--- src/rtl/apb_master_arbiter.sv ---
// Round-robin arbiter sharing one APB master port among NUM_REQ requesters; grant -> SETUP next cycle,
// rsp_valid 3 cycles after grant plus wait states; requesters hold req_valid/payload until their req_ready strobe.
module apb_master_arbiter #(
  parameter int NUM_REQ = 4,
  parameter int ADDR_W  = 32,
  parameter int DATA_W  = 32,
  parameter int TIMEOUT = 16
) (
  input  logic                       PCLK,
  input  logic                       PRESETn,
  input  logic [NUM_REQ-1:0]         req_valid,
  input  logic [NUM_REQ-1:0]         req_write,
  input  logic [NUM_REQ*ADDR_W-1:0]  req_addr,
  input  logic [NUM_REQ*DATA_W-1:0]  req_wdata,
  output logic [NUM_REQ-1:0]         req_ready,
  output logic [NUM_REQ-1:0]         rsp_valid,
  output logic [DATA_W-1:0]          rsp_rdata,
  output logic                       rsp_err,
  output logic                       PSEL,
  output logic                       PENABLE,
  output logic                       PWRITE,
  output logic [ADDR_W-1:0]          PADDR,
  output logic [DATA_W-1:0]          PWDATA,
  input  logic [DATA_W-1:0]          PRDATA,
  input  logic                       PREADY,
  input  logic                       PSLVERR
);

  localparam int GW = (NUM_REQ > 1) ? $clog2(NUM_REQ) : 1;
  localparam int TW = (TIMEOUT > 1) ? $clog2(TIMEOUT) : 1;
  localparam bit TO_EN = (TIMEOUT > 0);
  localparam logic [TW-1:0] T_LAST = TW'((TIMEOUT > 0) ? TIMEOUT - 1 : 0);

  localparam logic [1:0] ST_IDLE   = 2'd0;
  localparam logic [1:0] ST_SETUP  = 2'd1;
  localparam logic [1:0] ST_ACCESS = 2'd2;

  logic [1:0]    state;
  logic [GW-1:0] last_grant;
  logic [GW-1:0] owner;
  logic [TW-1:0] tcnt;

  logic          arb_en;
  logic          found;
  logic          grant;
  logic [GW-1:0] winner;
  logic [GW-1:0] cand;
  logic          done;
  logic          abort;

  // Arbitration only happens when the port is free or about to be freed this cycle.
  assign arb_en = PRESETn && ((state == ST_IDLE) || ((state == ST_ACCESS) && PREADY));
  assign grant  = arb_en && found;
  assign done   = (state == ST_ACCESS) && PREADY;
  assign abort  = TO_EN && (state == ST_ACCESS) && !PREADY && (tcnt == T_LAST);

  always_comb begin
    found  = 1'b0;
    winner = '0;
    cand   = '0;
    for (int k = 1; k <= NUM_REQ; k++) begin
      cand = GW'((int'(last_grant) + k) % NUM_REQ);
      if (!found && req_valid[cand]) begin
        found  = 1'b1;
        winner = cand;
      end
    end
  end

  always_comb begin
    req_ready = '0;
    if (grant) begin
      req_ready[winner] = 1'b1;
    end
  end

  assign PSEL    = (state == ST_SETUP) || (state == ST_ACCESS);
  assign PENABLE = (state == ST_ACCESS);

  always_ff @(posedge PCLK or negedge PRESETn) begin
    if (!PRESETn) begin
      state <= ST_IDLE;
    end else begin
      case (state)
        ST_IDLE: begin
          if (grant) begin
            state <= ST_SETUP;
          end
        end
        ST_SETUP: begin
          state <= ST_ACCESS;
        end
        ST_ACCESS: begin
          if (PREADY) begin
            state <= grant ? ST_SETUP : ST_IDLE;
          end else if (abort) begin
            state <= ST_IDLE;
          end
        end
        default: begin
          state <= ST_IDLE;
        end
      endcase
    end
  end

  // Wait-state counter: cleared whenever a new transfer enters SETUP.
  always_ff @(posedge PCLK or negedge PRESETn) begin
    if (!PRESETn) begin
      tcnt <= '0;
    end else if (grant) begin
      tcnt <= '0;
    end else if ((state == ST_ACCESS) && !PREADY && !abort) begin
      tcnt <= tcnt + 1'b1;
    end
  end

  always_ff @(posedge PCLK or negedge PRESETn) begin
    if (!PRESETn) begin
      last_grant <= GW'(NUM_REQ - 1);
      owner      <= '0;
      PWRITE     <= 1'b0;
      PADDR      <= '0;
      PWDATA     <= '0;
    end else if (grant) begin
      last_grant <= winner;
      owner      <= winner;
      PWRITE     <= req_write[winner];
      PADDR      <= req_addr[int'(winner)*ADDR_W +: ADDR_W];
      // Reads leave the last write data on the bus.
      if (req_write[winner]) begin
        PWDATA <= req_wdata[int'(winner)*DATA_W +: DATA_W];
      end
    end
  end

  always_ff @(posedge PCLK or negedge PRESETn) begin
    if (!PRESETn) begin
      rsp_valid <= '0;
      rsp_rdata <= '0;
      rsp_err   <= 1'b0;
    end else begin
      rsp_valid <= '0;
      if (done) begin
        rsp_valid[owner] <= 1'b1;
        rsp_rdata        <= PWRITE ? '0 : PRDATA;
        rsp_err          <= PSLVERR;
      end else if (abort) begin
        rsp_valid[owner] <= 1'b1;
        rsp_rdata        <= '0;
        rsp_err          <= 1'b1;
      end
    end
  end

  a_ready_onehot: assert property (@(posedge PCLK) disable iff (!PRESETn) $onehot0(req_ready));
  a_rsp_onehot:   assert property (@(posedge PCLK) disable iff (!PRESETn) $onehot0(rsp_valid));
  a_setup_access: assert property (@(posedge PCLK) disable iff (!PRESETn)
                                   (state == ST_SETUP) |=> (state == ST_ACCESS));

endmodule

--- config.mk ---
export PLATFORM = sky130hd
export DESIGN_NAME = apb_master_arbiter
export DESIGN_NICKNAME = d
export VERILOG_FILES = /design/src/rtl/apb_master_arbiter.sv
export SDC_FILE = /design/constraint.sdc
export NUM_CORES = 1
export LEC_CHECK = 0
export ABC_AREA = 1
export CAP_MARGIN = 15
export CORE_AREA = 2 2 156 158
export DETAILED_ROUTE_END_ITERATION = 7
export DIE_AREA = 0 0 158 160
export DONT_BUFFER_PORTS = 1
export PLACE_DENSITY = 0.49
export SLEW_MARGIN = 20
export SYNTH_ARGS = -nofsm -noshare
export SYNTH_HDL_FRONTEND = slang
export SYNTH_SLANG_ARGS = --single-unit
--- constraint.sdc ---
create_clock -name PCLK -period 2.72 [get_ports PCLK]
set_input_delay 0.544 -clock PCLK [delete_from_list [all_inputs] [get_ports PCLK]]
set_output_delay 0.544 -clock PCLK [all_outputs]
set_load 0.02 [all_outputs]
After elaboration in Yosys (flattened, before gate mapping). Cells that the tools add are included. Widths: inputs -> output; s select.

Input bits: 300. Register bits after elaboration: 112. Word-level logic and storage cells: 90.

$add $sub $neg: 5. Order comparisons: 8. Shift-type cells: 2. Reductions and logical operators: 23. Equality and inequality tests: 5. Mux-type cells: 37.

Operators with widths (number): $shiftx 128x8->32 (2); $mux 32 (3); $mux 4 (5); $lt 2x3->1 const B (6); $mux 1 (14); $mux 2 (7); $logic_and 1x1->1 (11); $bmux 1 s2 (5); $pmux 2 s3 (1); $logic_not 1->1 (5); $add 2x1->2 const B (2); $add 2x2->2 const B (2); $add 4x1->4 const B (1); $demux 1 s2 (2); $eq 4x4->1 const B (1); $ge 2x1->1 const B (2); $reduce_and 2->1 (2); $reduce_bool 2->1 (2); $ne 3x1->1 const B (1); $eq 2x1->1 const B (1); $eq 2x2->1 const B (1); $logic_not 2->1 (1); $logic_or 1x1->1 (2); $ne 2x2->1 const B (1).

Logic depth before layout (Yosys ltp).
Depth in word-level cells: 18. Mapped depth: 20. Gate-level depth less buffers: 17.

Worst setup path after synthesis. Ideal clock, no wire load.

Kind: reg2out. Start: register last_grant[1]. End: output port req_ready[0]. Buffers on the path: 3. Required time: 2.176 ns. Cell stages (with the launch flop): 16. Path slack: 0.134 ns. Arrival: 2.042 ns. Path through: dfstp_2 > buf_2 > inv_2 > nand2_1 > nand2_1 > nand2_2 > nand2_2 > nor2_4 > nand3_2 > nand2_2 > nand2_4 > inv_2 > buf_6 > buf_2 > nand2_1 > nor2_1.

Cells in the longest elaborated chain, start to end: 18. Elaborated cells on any way between the ends: 33.

Ends and longest elaborated chain: start, declared (RTL line 39) `logic [GW-1:0] last_grant;`; start signal, assigned (RTL line 120) `last_grant <= GW'(NUM_REQ - 1);`; start signal, assigned (RTL line 126) `last_grant <= winner;`; $add 2x1->2 (RTL line 62) `cand = GW'((int'(last_grant) + k) % NUM_REQ);`; $bmux 1 s2 (RTL line 63) `if (!found && req_valid[cand]) begin`; $mux 1 (implied by the code) (RTL line 63); $mux 1 (RTL line 63); $logic_not 1->1 (RTL line 63); $logic_and 1x1->1 (RTL line 63); $mux 1 (RTL line 63); $logic_not 1->1 (RTL line 63); [... 2 more ...]; $logic_not 1->1 (RTL line 63); $logic_and 1x1->1 (RTL line 63); $mux 2 (RTL line 63); $lt 2x3->1 (implied by the code) / $ge 2x1->1 (equally long branches) (RTL line 73) `req_ready[winner] = 1'b1;`; $logic_and 1x1->1 (implied by the code) (RTL line 73); $mux 1 (implied by the code) (RTL line 73); $demux 1 s2 (RTL line 73); $mux 4 * (RTL line 72) `if (grant) begin`; end, declared (RTL line 15) `output logic [NUM_REQ-1:0] req_ready,`.

Mark *: on every way between the ends. The rest lies on a longest branch, timed or not. The select of a mux whose other input is x is not followed.

Worst setup path in the final report.
Start: register last_grant[0]. End: output port req_ready[1].

Same word-level chain as after synthesis.

==> run_results.csv <==
group,metric,value,unit
status,status,"complete, but fails checks",
status,violations,"negative hold slack",
die,rows,57,
setup_path,worst-setup-path-type,"reg -> out",
synthesis,synth_seq_cells,112,
layout,areaGrowthSynthToFinish,10.3,%
synthesis,syn_area_per_cell,6.61,um^2
placed_design,dp.cells,1409,
route,drc,0,
die,ios,408,
setup_path,required,2.18,ns
die,die_y,160,um
sta,finalHoldViolations,110,
grt,grt_pass1_vias,6489,
flow_run,maxCapViolCount,0,
synthesis,yosysUniqueCellTypes,29,
setup_path,max_stage_delay,0.61,ns
sta,finalCriticalPeriod,2.71,ns
grt,grt_max_degree,114,
synthesis,yosysWarnings,0,
die,start_util,31.4,%
clock_tree,clkSlewWorstSetupHoldPaths,0.10,ns
hold_path,holdCritPathClass,"in -> async",
layout,seqCellArea,2810,um^2
layout,nFillCells,2614,
synthesis,synth_nets,1437,
route,wl,23.8,mm
setup_path,arrival,2.17,ns
grt,grt_usage,18.0,%
clock_tree,clock_path_buffers,2,
sta,slew_headroom,68.0,%
layout,layout_commonest_cell,"nand2_1",
clock_tree,cts_tree,"yes",
sta,rsz0062_at_grt,"true",
power_and_ir_drop,p_leak,4.69,nW
setup_path,cp_max_fo,7,
placed_design,hpwl,17.8,mm
clock_tree,cts.sinks,112,
clock_tree,numCtsBuffers,9,
placed_design,gp_congestion,0.764,
setup_path,cp-end-kind,"output port",
route,vias,7052,
sta,worst_slew_pin_slew,0.478,ns
route,dr.pass1.iters,4,
die,core_area,23800,um^2
route,drtAntennaViolNets,0,
sta,slew_viol_final,0,
grt,grt-ovfl-total,0,
synthesis,yosysSeqAreaShare,37.5,%
sta,finalCritPeriodShare,99.6,%
power_and_ir_drop,power.density,1740,nW/um^2
layout,final_cells,1436,
layout,fin_nets,1412,
synthesis,mappedNetlistArea,7480,um^2
synthesis,synth_area_leaders,"dfrtp_1, nand2_1, nand3_1",
layout,mostFrequentLayoutCells,"nand2_1, nand3_1, inv_1",
placed_design,io_buffers,0,
clock_tree,htreeDepth,3,
clock_tree,clk_latency,0.37,ns
setup_path,cp_slowest_cell,"dfstp_2",
route,vias_per_cell,4.91,
sta,whs,-0.144,ns
setup_path,path_cells,"inv_4, nand2_2, nand2_2, nand2_2, nand2_4, nor2_4, nand3_4, nand2_4, inv_2, o21ai_4, clkinv_4, nand2_4, nor2_2, buf_6",
sta,fin_skew,0.0125,ns
clock_tree,clockRootBuffer,"clkbuf_16",
sta,setup_viol,0,
power_and_ir_drop,max-vdd-ir-drop,914,uV
die,dieWidth,158,um
grt,antenna_found_initial,1,
route,drt_iter0_drc,429,
grt,grt_pass1_wl,35.6,mm
layout,layout-drive-gt1-share,8.99,%
synthesis,netlist_instances,1132,
sta,clock.fmax,369,MHz
layout,multi_input_area,3730,um^2
synthesis,yosys.area.top_type,"dfrtp_1",
die,dieArea,25300,um^2
setup_path,start_kind,"flop",
route,wire_per_inst,16.5,um
layout,antenna_cells,0,
synthesis,synth_top_area_share,36.8,%
==> flip-flops by register name (all words and copies together) (netlist names) <==
register / cells
PADDR: 32
PWDATA: 32
PWRITE: 1
last_grant: 2
owner: 2
rsp_err: 1
rsp_rdata: 32
rsp_valid: 4
state: 2
tcnt: 4
==> power by group <==
part	leakage [nW]	internal [mW]	switching (mW)
Clock	0.157	0.683	0.778
Combinational	3.11	3.16	5.85
Sequential	1.42	2.42	1.44
Total	4.69	6.26	8.07
==> synth_stat cells <==
library cell,count
a21oi_1,3
a32o_1,32
buf_2,36
buf_4,13
buf_6,14
clkbuf_1,12
clkinv_1,1
dfrtp_1,110
dfstp_2,2
ha_1,5
inv_1,146
inv_2,6
nand2_1,502
nand2_2,8
nand2_4,2
nand3_1,181
nand3_2,1
nand4_1,1
nor2_1,12
nor2_2,3
nor2_4,1
nor3_1,4
o211ai_1,12
o21ai_0,3
o21ai_1,6
o21ai_4,1
or2_1,9
or2_2,3
xor2_1,3
==> what timing repair did <==
| action | 4_1_cts | 5_1_grt |
|---|---|---|
| gates cloned | 0 | 0 |
| resized for setup | 14 | 24 |
| buffers inserted | 5 | 6 |
| endpoints found under the setup margin | 4 | 42 |
| pin swaps | 6 | 12 |
| hold endpoints to repair | 110 | 110 |
==> cell families after synthesis <==
family                   count (synthesis)  share of synthesized area, %
adder cells (fa/ha/maj)                  5                         0.836
XOR/XNOR                                 3                         0.351
buffers and inverters                  228                          14.1
AND/OR/NAND/NOR                        727                          40.7
flip-flops                             112                          37.5
AO/OA/AOI/OAI                           57                          6.50
==> layer usage <==
layer  vias up  track usage, %  share of wire, %
met5         -               0             0.055
li1       3467               -                 -
met4         2            4.59               1.6
met3        28            4.78               8.1
met2       302            30.7                49
met1      3253            22.6                41
==> metrics by stage <==
stage	setup slack [ns]	utilization, %	area (um^2)	power, mW	setup TNS [ns]
floorplan	0.134	-	7480	10.7	0
global placement	0.171	32.4	7710	12.5	0
detailed placement	0.161	32.4	7710	12.5	0
CTS	-0.0141	34.1	8120	14.3	-0.0220
global route	-0.136	34.7	8260	15.9	-0.573
finish	0.00990	34.7	8260	14.3	0
==> final timing paths <==
path	startpoint	to	slack, ns	cells past startpoint
max	last_grant[0]	req_ready[1]	0.01	14
min	PRESETn	rsp_rdata[12]	-0.14	0
max reg2reg	last_grant[0]	PADDR[31]	0.19	16
min reg2reg	owner[1]	rsp_valid[1]	0.48	1
max in group asynchronous	PRESETn	last_grant[1]	2.62	0
min in group PCLK	PSLVERR	rsp_err	0.34	2
==> worst max-delay path: cells and delay by family (launching register included) <==
family | cells | cell delay [ns]
DFF | 1 | 0.61
buffers and inverters | 4 | 0.36
and+or+nand+nor | 9 | 0.77
AOI/OAI and AO/OA | 1 | 0.07
==> cell type report <==
cell class,count,area share [%]
inverter,153,7.11
timing repair buffer,39,4.82
tap,324,4.91
sequential,112,34.0
clock inverter,7,1.23
multi-input combinational,792,45.2
clock buffer,9,2.73
(Power assumes the default switching activity.)
